==> src/rtl/approx_mul_pkg.sv <==
// approx_mul_pkg: shared constants and segment-centre helper for the approximate multiplier.
package approx_mul_pkg;
  localparam logic MODE_APPROX = 1'b0;
  localparam logic MODE_EXACT  = 1'b1;
  localparam int   CNT_W       = 16;

  // Keep the top K bits, set the next bit, clear the rest: midpoint of the operand's segment.
  function automatic logic [31:0] seg_centre(input logic [31:0] value, input int w, input int k);
    logic [31:0] hi;
    hi = (value >> (w - k)) << (w - k);
    return hi | (32'd1 << (w - k - 1));
  endfunction
endpackage

==> src/rtl/approx_mul_core.sv <==
// approx_mul_core: combinational partial products feeding S1 and sum/clamp feeding S2.
module approx_mul_core import approx_mul_pkg::*; #(
  parameter int W = 8,
  parameter int K = 1
) (
  input  logic [W-1:0]   x,
  input  logic [W-1:0]   y,
  input  logic           mode,
  output logic [2*W-1:0] p0,
  output logic [2*W-1:0] p1,
  output logic [2*W-1:0] p2,
  input  logic [2*W-1:0] q0,
  input  logic [2*W-1:0] q1,
  input  logic [2*W-1:0] q2,
  input  logic           q_mode,
  output logic [2*W-1:0] z,
  output logic           clamped
);
  localparam int PW = 2 * W;
  logic [PW-1:0] xe, ye, cxe, cye;
  logic [PW+1:0] zs;
  logic          neg, ovf;

  always_comb begin
    xe  = PW'(x);
    ye  = PW'(y);
    cxe = PW'(seg_centre(32'(x), W, K));
    cye = PW'(seg_centre(32'(y), W, K));
    p0  = mode == MODE_EXACT ? xe * ye : xe * cye;
    p1  = mode == MODE_EXACT ? '0 : ye * cxe;
    p2  = mode == MODE_EXACT ? '0 : cxe * cye;
    // Sum of two 2W-bit terms never reaches bit PW+1, so that bit is the sign.
    zs  = (PW+2)'(q0) + (PW+2)'(q1) - (PW+2)'(q2);
    neg = zs[PW+1];
    ovf = !zs[PW+1] && zs[PW];
    clamped = q_mode == MODE_APPROX && (neg || ovf);
    z = !clamped ? zs[PW-1:0] : neg ? '0 : '1;
  end
endmodule

==> src/rtl/approx_mul_pipe.sv <==
// approx_mul_pipe: 3-stage valid/ready approximate/exact multiplier with clamp counter.
module approx_mul_pipe import approx_mul_pkg::*; #(
  parameter int W     = 8,
  parameter int K     = 1,
  parameter int TAG_W = 4
) (
  input  logic             clk,
  input  logic             rst_n,
  input  logic             in_valid,
  output logic             in_ready,
  input  logic [W-1:0]     in_x,
  input  logic [W-1:0]     in_y,
  input  logic             in_mode,
  input  logic [TAG_W-1:0] in_tag,
  output logic             out_valid,
  input  logic             out_ready,
  output logic [2*W-1:0]   out_z,
  output logic [TAG_W-1:0] out_tag,
  output logic             out_clamped,
  output logic [CNT_W-1:0] clamp_count,
  input  logic             cnt_clr
);
  typedef struct packed {
    logic             v;
    logic [W-1:0]     x;
    logic [W-1:0]     y;
    logic             mode;
    logic [TAG_W-1:0] tag;
  } s0_t;
  typedef struct packed {
    logic             v;
    logic [2*W-1:0]   p0;
    logic [2*W-1:0]   p1;
    logic [2*W-1:0]   p2;
    logic             mode;
    logic [TAG_W-1:0] tag;
  } s1_t;
  typedef struct packed {
    logic             v;
    logic [2*W-1:0]   z;
    logic             clamped;
    logic [TAG_W-1:0] tag;
  } s2_t;

  s0_t s0_q, s0_d;
  s1_t s1_q, s1_d;
  s2_t s2_q, s2_d;
  logic [CNT_W-1:0] cnt_q, cnt_d;
  logic [2*W-1:0]   p0, p1, p2, z;
  logic             clamped, adv;

  approx_mul_core #(.W(W), .K(K)) u_core (
    .x(s0_q.x), .y(s0_q.y), .mode(s0_q.mode),
    .p0(p0), .p1(p1), .p2(p2),
    .q0(s1_q.p0), .q1(s1_q.p1), .q2(s1_q.p2), .q_mode(s1_q.mode),
    .z(z), .clamped(clamped)
  );

  // One global enable: the whole pipe freezes while the output is held.
  always_comb begin
    adv   = !s2_q.v || out_ready;
    s0_d  = adv ? {in_valid, in_x, in_y, in_mode, in_tag} : s0_q;
    s1_d  = adv ? {s0_q.v, p0, p1, p2, s0_q.mode, s0_q.tag} : s1_q;
    s2_d  = adv ? {s1_q.v, z, clamped, s1_q.tag} : s2_q;
    cnt_d = cnt_clr ? '0 :
            (s2_q.v && out_ready && s2_q.clamped && cnt_q != '1) ? cnt_q + 1'b1 : cnt_q;
  end

  always_ff @(posedge clk or negedge rst_n) begin
    if (!rst_n) begin
      s0_q  <= '0;
      s1_q  <= '0;
      s2_q  <= '0;
      cnt_q <= '0;
    end else begin
      s0_q  <= s0_d;
      s1_q  <= s1_d;
      s2_q  <= s2_d;
      cnt_q <= cnt_d;
    end
  end

  assign in_ready    = adv;
  assign out_valid   = s2_q.v;
  assign out_z       = s2_q.z;
  assign out_tag     = s2_q.tag;
  assign out_clamped = s2_q.clamped;
  assign clamp_count = cnt_q;
endmodule

==> config.mk <==
export PLATFORM = sky130hd
export DESIGN_NAME = approx_mul_pipe
export DESIGN_NICKNAME = d
export VERILOG_FILES = /design/src/rtl/approx_mul_pkg.sv /design/src/rtl/approx_mul_core.sv /design/src/rtl/approx_mul_pipe.sv
export SDC_FILE = /design/constraint.sdc
export NUM_CORES = 1
export LEC_CHECK = 0
export BUFFER_PORTS_ARGS = -buffer_cell sky130_fd_sc_hd__buf_4
export CAP_MARGIN = 40
export CORE_MARGIN = 3
export CORE_UTILIZATION = 55
export CTS_CLUSTER_SIZE = 16
export DETAILED_ROUTE_END_ITERATION = 8
export PLACE_DENSITY_LB_ADDON = 0.15
export SLEW_MARGIN = 20
export SYNTH_ARGS = -nofsm -noshare
export SYNTH_HDL_FRONTEND = slang
export SYNTH_SLANG_ARGS = --single-unit
==> constraint.sdc <==
create_clock -name clk -period 9.9 [get_ports clk]
set_input_delay 1.98 -clock clk [delete_from_list [all_inputs] [get_ports clk]]
set_output_delay 1.98 -clock clk [all_outputs]
set_load 0.05 [all_outputs]
# ---- Word-level counts from Yosys, hierarchy flattened
# Index checks and enable logic that the tools add are counted.
dict set report totals {
  ff_bits 114
  latch_bits 0
  ram_bits 0
  romBits 0
  in_bits 26
  output_inout_bits 39
  word_cells 42
  n_memories 0
}
dict set report op_classes {
  add_sub_neg 3
  mul 4
  div_mod_pow 0
  order_cmp 0
  n_eq_ne 1
  n_shift 0
  mux 7
  bitwise_logic 1
  reduce_logical 10
}
# cell count
set op_table {}
lappend op_table {{two-way mux 16 bit} 7}
lappend op_table {{multiplier 8 x 2 -> 10 bit} 2}
lappend op_table {{subtractor 17 x 16 -> 18 bit} 1}
lappend op_table {{adder 16 x 16 -> 17 bit} 1}
lappend op_table {{adder 16 x 1 -> 16 bit (second input constant)} 1}
lappend op_table {{multiplier 8 x 8 -> 16 bit} 1}
lappend op_table {{inequality test 16 bit (second input constant)} 1}
lappend op_table {{logical AND 1 bit} 5}
lappend op_table {{multiplier 2 x 2 -> 4 bit} 1}
lappend op_table {{logical NOT 1 bit} 2}
lappend op_table {{logical OR 1 bit} 2}
lappend op_table {{nonzero test 2 bit} 1}
lappend op_table {{inverter 1 bit} 1}

# ---- Depth between registers and ports, before layout
# Gate-level depths: netlist (run 1).
dict set report logic_depth {
  ltp_word 7
  ltp_mapped 16
  ltp_nobuf 16
}

# ---- Modules after synthesis
# A second synthesis (run 1) with hierarchy kept.
dict set report hier_totals {
  hier_cells 882
  area_unflattened_um2 9078.7
}
# module n_inst cells_each area_per_inst_um2 seq_area_each_um2
set by_module_without_submodules {}
lappend by_module_without_submodules {approx_mul_pipe 1 307 4548.1 2852.7}
lappend by_module_without_submodules {approx_mul_core 1 575 4530.6 0.0}

# ---- Worst setup path after synthesis (run 1)
# OpenSTA, ideal clock, no wires.
dict set report synth_path {
  path_kind {input-to-output}
  from {input port out_ready}
  to {output port in_ready}
  arrival_time_ps 2987
  required_ps 7920
  path_slack_ps 4933
  cell_stages 4
  path_buffers 2
  path_cell_list {nor2b_1 -> inv_1 -> clkbuf_1 -> clkbuf_1}
}
dict set report synth_between {
  elab_chain_cells 1
}
# item line
set synth_rtl {}
lappend synth_rtl {{start, declared} approx_mul_pipe.sv:16} ;# input logic out_ready,
lappend synth_rtl {{logical OR 1 bit} approx_mul_pipe.sv:61} ;# adv = !s2_q.v || out_ready;
lappend synth_rtl {{end, declared} approx_mul_pipe.sv:10} ;# output logic in_ready,
# No other way between the ends.

# ---- Worst setup path in the final report (run 1)
dict set report layout_path {
  from {register s0_q[13] in the netlist's numbering}
  to {register s1_q[52] in the netlist's numbering}
}
dict set report layout_between {
  elab_chain_cells 2
}
# item line
set layout_rtl {}
lappend layout_rtl {{start, declared} approx_mul_pipe.sv:45} ;# s0_t s0_q, s0_d;
lappend layout_rtl {{start signal, assigned} approx_mul_pipe.sv:71} ;# s0_q <= '0;
lappend layout_rtl {{start signal, assigned} approx_mul_pipe.sv:76} ;# s0_q <= s0_d;
lappend layout_rtl {{multiplier 8 x 2 -> 10 bit / multiplier 8 x 8 -> 16 bit (equally long branches)} approx_mul_core.sv:29} ;# p0 = mode == MODE_EXACT ? xe * ye : xe * cye;
lappend layout_rtl {{two-way mux 16 bit (*)} approx_mul_core.sv:29}
lappend layout_rtl {{end signal, assigned} approx_mul_pipe.sv:72} ;# s1_q <= '0;
lappend layout_rtl {{end signal, assigned} approx_mul_pipe.sv:77} ;# s1_q <= s1_d;
lappend layout_rtl {{end, declared} approx_mul_pipe.sv:46} ;# s1_t s1_q, s1_d;
# Mark *: on every way between the ends. The rest lies on a longest branch, timed or not.
# A chain may end at the register's enable or synchronous reset.

==> metrics.txt, run 1 <==
# IOs 65; most numerous cell in the Yosys netlist nand2_1; initial antenna violation count 0; final setup fails 0; Post-Layout Cell Count between 1,000 and 1,500; Syn Nets 929; critical path endpoint category register; Hold WC Path Type register to register; reg2reg start s0_q[13]; RSZ-0062 raised after global routing false; clk slew on worst S/H paths 0.07 ns; sequential area share after synthesis 0.332; Setup Skew about 0.009 ns; initial DRC count 399; Yosys top cell by area dfrtp_1; Startpoint Class register; GRT Resource Usage Total 0.235; PostCTS Resize Cnt 0; syn avg cell area between 8 and 9 um2; Clock Sinks 95; Final min period about 4.6 ns; Via Count 5,646; proportion of layout cells with a drive suffix above 1 0.109; Least-Margin Pin Slew around 0.80 ns; vias per cell between 5 and 6; crit share post-route 0.469; drc violations 0; CTS tree done; HP Start s1_q[53]; CP required about 10 ns; yosys warns 0; # diodes 0; Gate Count Post-Synth 798; port bufs 64; status completed; routability cong. a little under 0.9; TNS Setup 0 ns; P&R area growth vs syn 13.2%; Yosys cell types 51; max-cap violations 0; number of synthesized flops with an enable pin 0; top cell types by occurrence after synthesis nand2_1, dfrtp_1, inv_1; Synth area leaders dfrtp_1, ha_1, fa_1; CTS HTree Levels 3; CTS Buf Count 9; Max Fclk approximately 0.22 GHz; Post-Route WL between 15 and 20 mm; Crit path arrival time 4.85 ns; DRT antenna net count 0; vias in the first global route 5,774; placed cells between 1,000 and 1,500; Final nets 981; aggregate global routing overflow 0; most frequently used flop master after synthesis dfrtp_1; Core Rows 41; first-pass GRT wire length approximately 27 mm; largest net degree at the start of global routing 83; die span in y ~120 um; routed len/inst 15.4 um; Mapped Area ~0.0072 mm2; crit path max-delay cell type fa_1; CTS Buffer Depth 2; crit-path max FO 10; die area 0.0144 mm2; cts hold-fix bufs 0; Slew HR 0.465; fin worst setup slack 5.26 ns; Clock Tree Root clkbuf_16; Starting Density 0.565; post-DP HPWL ~12 mm; Pre-Repair DR Iteration Count 6; crit path cell chain and2_1, inv_1, fa_1, fa_1, inv_1, fa_1, inv_1, fa_1, inv_1, ha_1, o21ai_0, o21ai_0, a31oi_1, o31ai_1, xnor2_1, o211ai_1; Die Wd between 100 and 150 um; Yosys top cell area share 0.332; Core Region about 0.013 mm2; pre-CTS WS about 5.3 ns; Setup Crit Path Kind register to register; Worst-Skew Late Latency 0.35 ns; asr flop ratio synth 1.00; CP peak stage delay between 0.5 and 0.6 ns; # Post-CTS Setup Buffers 0; max-slew violations 0; CP startpoint s0_q[13]; FF+latch count, synth 95; endpoints failing hold 0
[sequential cells by signal (all words and copies together) (netlist names)]
signal / flops
clamp_count: 16
s0_q: 22
out_valid: 1
out_z: 16
out_tag: 4
out_clamped: 1
s1_q: 35
[layout by cell type, fill, tap and decap left out, types with 3 or more instances in the layout]
| cell | instances |
|---|---|
| a2111oi_0 | 3 |
| a211o_1 | 7 |
| a211oi_1 | 8 |
| a21o_1 | 13 |
| a21oi_1 | 38 |
| a22o_1 | 5 |
| a31oi_1 | 5 |
| and2_1 | 53 |
| and3_1 | 5 |
| buf_4 | 68 |
| clkbuf_16 | 9 |
| dfrtp_1 | 95 |
| fa_1 | 40 |
| ha_1 | 65 |
| inv_1 | 66 |
| nand2_1 | 160 |
| nand2b_1 | 4 |
| nand3_1 | 17 |
| nand4_1 | 7 |
| nor2_1 | 36 |
| nor3_1 | 10 |
| o211ai_1 | 5 |
| o21a_1 | 4 |
| o21ai_0 | 29 |
| o21ai_1 | 13 |
| o21bai_1 | 7 |
| o31ai_1 | 5 |
| or2_2 | 3 |
| or3_1 | 4 |
| xnor2_1 | 20 |
| xor2_1 | 15 |
[critical path, delay by kind of cell (launching register included)]
kind	cells	cell delay, ns
flops	1	0.51
simple gates	1	0.20
buf+inv	4	0.22
fa+ha+maj	5	2.41
compound gates	5	0.99
xor+xnor	1	0.15
[worst paths after layout]
path | endpoint | slack [ns] | cells past startpoint
min in group asynchronous | s1_q[18] | 1.52 | 1
max | s1_q[52] | 5.26 | 16
min | out_valid | 0.46 | 1
max reg2reg | s1_q[52] | 5.26 | 16
min reg2reg | out_valid | 0.46 | 1
max in group asynchronous | s0_q[13] | 7.48 | 3
[through the flow]
stage               cell area, um2   util  hold slack, ns
floorplan                     7150      -           0.430
global placement              7750  0.612           0.441
detailed placement            7790  0.615           0.445
CTS                           8090  0.639           0.461
global route                  8090  0.639           0.475
finish                        8090  0.639           0.461
[cell type report]
type                       count  area, um2
tap                          172        215
sequential                    95       2380
fill                        1097       4580
multi-input combinational    608       4410
timing repair buffer          69        538
clock inverter                 5       65.1
clock buffer                  10        239
inverter                      67        251
[cell families after synthesis]
family,synth area share
AND/OR/NAND/NOR,0.196
flip-flops,0.332
AO/OA/AOI/OAI,0.146
buffers and inverters,0.0525
multiplexers,0.00437
XOR/XNOR,0.0429
adder cells (fa/ha/maj),0.226
[metal layers]
metal | share of wire | GRT usage | vias to the layer above
met4 | 0.017 | 0.0702 | 0
met2 | 0.48 | 0.383 | 110
li1 | - | - | 2784
met1 | 0.47 | 0.319 | 2724
met5 | 0 | 0 | -
met3 | 0.035 | 0.0467 | 28
Power of run 1 is left out: the tool's default activity adds up to more than one toggle a clock period on the data nets, which glitch-free logic cannot reach.
==> inputs of run 2 (changes only) <==
Settings changed: ABC_AREA from default to 1.
Clock period 9.9 ns to 4.6 ns, I/O delays scaled along.
==> run 2 against run 1 <==
Effect of this change:
- critical path depth stayed put
- core utilization is 0.82 points higher
- flip-flop and latch count stayed put
- global-route usage is 0.17 points higher
- fmax is 7.9% higher
- synthesized cell count is 19% higher
==> metrics.txt, run 2 <==
status completed; fin util 0.647; GRT Resource Usage Total 0.236; Starting Density 0.572; M3 GR Usage 0.0382; proportion of layout cells with a drive suffix above 1 0.124; CTS Buf Count 9; Final min period about 4.3 ns; Post-Layout Cell Count 1,178; Pre-Repair DR Iteration Count 5; most frequently used flop master after synthesis dfrtp_1; aggregate global routing overflow 0; Crit path arrival time between 4 and 5 ns; Least-Margin Pin Slew 0.604 ns; max-cap violations 0; port bufs 64; critical path endpoint category register; largest net degree at the start of global routing 66; Yosys top cell area share 0.324; initial DRC count between 300 and 400; Mapped Area 0.00733 mm2; placed cells 1,161; CTS HTree Levels 3; FF+latch count, synth 95; CP required 4.88 ns; Clock Tree Root clkbuf_16; initial antenna violation count 0; Setup Crit Path Kind register to register; Final nets around 1,100; Synth area leaders dfrtp_1, nand2_1, ha_1; registers with the most flip-flops s1_q x35, s0_q x22; CTS Buffer Depth 2; final setup fails 0; asr flop ratio synth 1.00; die area 0.0148 mm2; Syn Nets 1,080; TNS Setup 0 ns; first-pass GRT wire length approximately 28 mm; Max Fclk 0.233 GHz; routed len/inst 13.8 um; Startpoint Class register; Yosys top cell by area dfrtp_1; # IOs 65; GR Util met1 0.339; Die Wd about 120 um; vias in the first global route ~5,700; Slew HR 0.597; Post-Route WL 16.3 mm; number of synthesized flops with an enable pin 0; Core Rows 41; die span in y around 120 um; Core Region around 0.013 mm2; P&R area growth vs syn 13.2%; CTS tree done; max-slew violations 0; Via Count slightly below 6,000; Worst-Skew Late Latency ~0.36 ns; most numerous cell in the Yosys netlist nand2_1; Yosys cell types 42; FF-to-FF path depth 16; vias per cell about 5.1; post-DP HPWL roughly 12 mm; # diodes 0; clk slew on worst S/H paths roughly 0.070 ns; DRT antenna net count 0; PostCTS Resize Cnt 0; reg2reg end s1_q[49]; Setup Skew about 0.0085 ns; endpoints failing hold 0; sequential area share after synthesis 0.324; Clock Sinks 95; Fill cells approximately 1,200; grt met2 use 0.375; crit share post-route 0.935; yosys warns 0; most common cell after layout, fill and taps aside nand2_1; Gate Count Post-Synth ~950; Hold WC Path Type input pin to asynchronous set/reset pin; largest reg by FF count s1_q; worst hold slack approximately 0.36 ns; max reg flops 35; commonest cells after routing, fill and taps aside nand2_1, inv_1, dfrtp_1, buf_4, ha_1; crit-path max FO 10; RSZ-0062 raised after global routing false; routability cong. about 0.91; busiest layer in global routing met2; cts hold-fix bufs 0; drc violations 0; # Post-CTS Setup Buffers 0; reg2reg start s0_q[8]; top cell types by occurrence after synthesis nand2_1, inv_1, dfrtp_1; flop-to-flop setup slack approximately 0.3 ns; syn avg cell area 7.73 um2
-- run 2: cell type report --
cell class                 count  area [um2]  share of cell area
timing repair buffer          75         583              0.0703
tap                          172         215              0.0259
inverter                     166         623              0.0751
clock inverter                 4        55.1             0.00663
sequential                    95        2390               0.288
clock buffer                  12         246              0.0297
multi-input combinational    654        4190               0.505
-- run 2: logic make-up (layout without fill, tap and decap cells) --
logic type / after synthesis / in the layout / share of synthesized area
and+or+nand+nor: 405 / 405 / 0.229
buffers and inverters: 200 / 257 / 0.106
AOI/OAI and AO/OA: 122 / 122 / 0.0940
adders and majority gates: 105 / 105 / 0.220
DFF: 95 / 95 / 0.324
xor gates and xnor gates: 22 / 22 / 0.0263
-- run 2: through the flow --
stage / setup slack, ns / instance area (um2)
global placement: 0.323 / 7950
finish: 0.300 / 8300
global route: 0.00246 / 8300
CTS: 0.164 / 8260
floorplan: 0.397 / 7330
detailed placement: 0.184 / 7960
-- run 2: worst max path at each step --
| stage | startpoint | to | slack [ns] |
|---|---|---|---|
| after detailed placement | s0_q[15] | s1_q[49] | 0.18 |
| after global routing | s0_q[14] | s1_q[52] | 0.002 |
| final | s0_q[8] | s1_q[49] | 0.30 |
| after global placement | s0_q[15] | s1_q[49] | 0.32 |
| after floorplan | s0_q[12] | s1_q[49] | 0.40 |
| after CTS | s0_q[14] | s1_q[49] | 0.16 |
-- run 2: critical path, cell delays in order, from the launching register on --
cell and delay, ns:
dfrtp_1 0.55, nand2_1 0.13, fa_1 0.49, fa_1 0.49, inv_1 0.06, fa_1 0.52
inv_1 0.05, fa_1 0.53, inv_1 0.04, ha_1 0.35, a21oi_1 0.21, o21ai_0 0.13
a21oi_2 0.19, o21ai_0 0.12, a21oi_1 0.13, o21ai_0 0.09, a21oi_1 0.15
-- run 2: per-layer routing --
layer | wire [um] | part of all wire
met1 | 7960 | 0.49
met2 | 7400 | 0.45
met3 | 694 | 0.043
met4 | 242 | 0.015
met5 | 0 | 0
Power of run 2 is left out for the same reason.
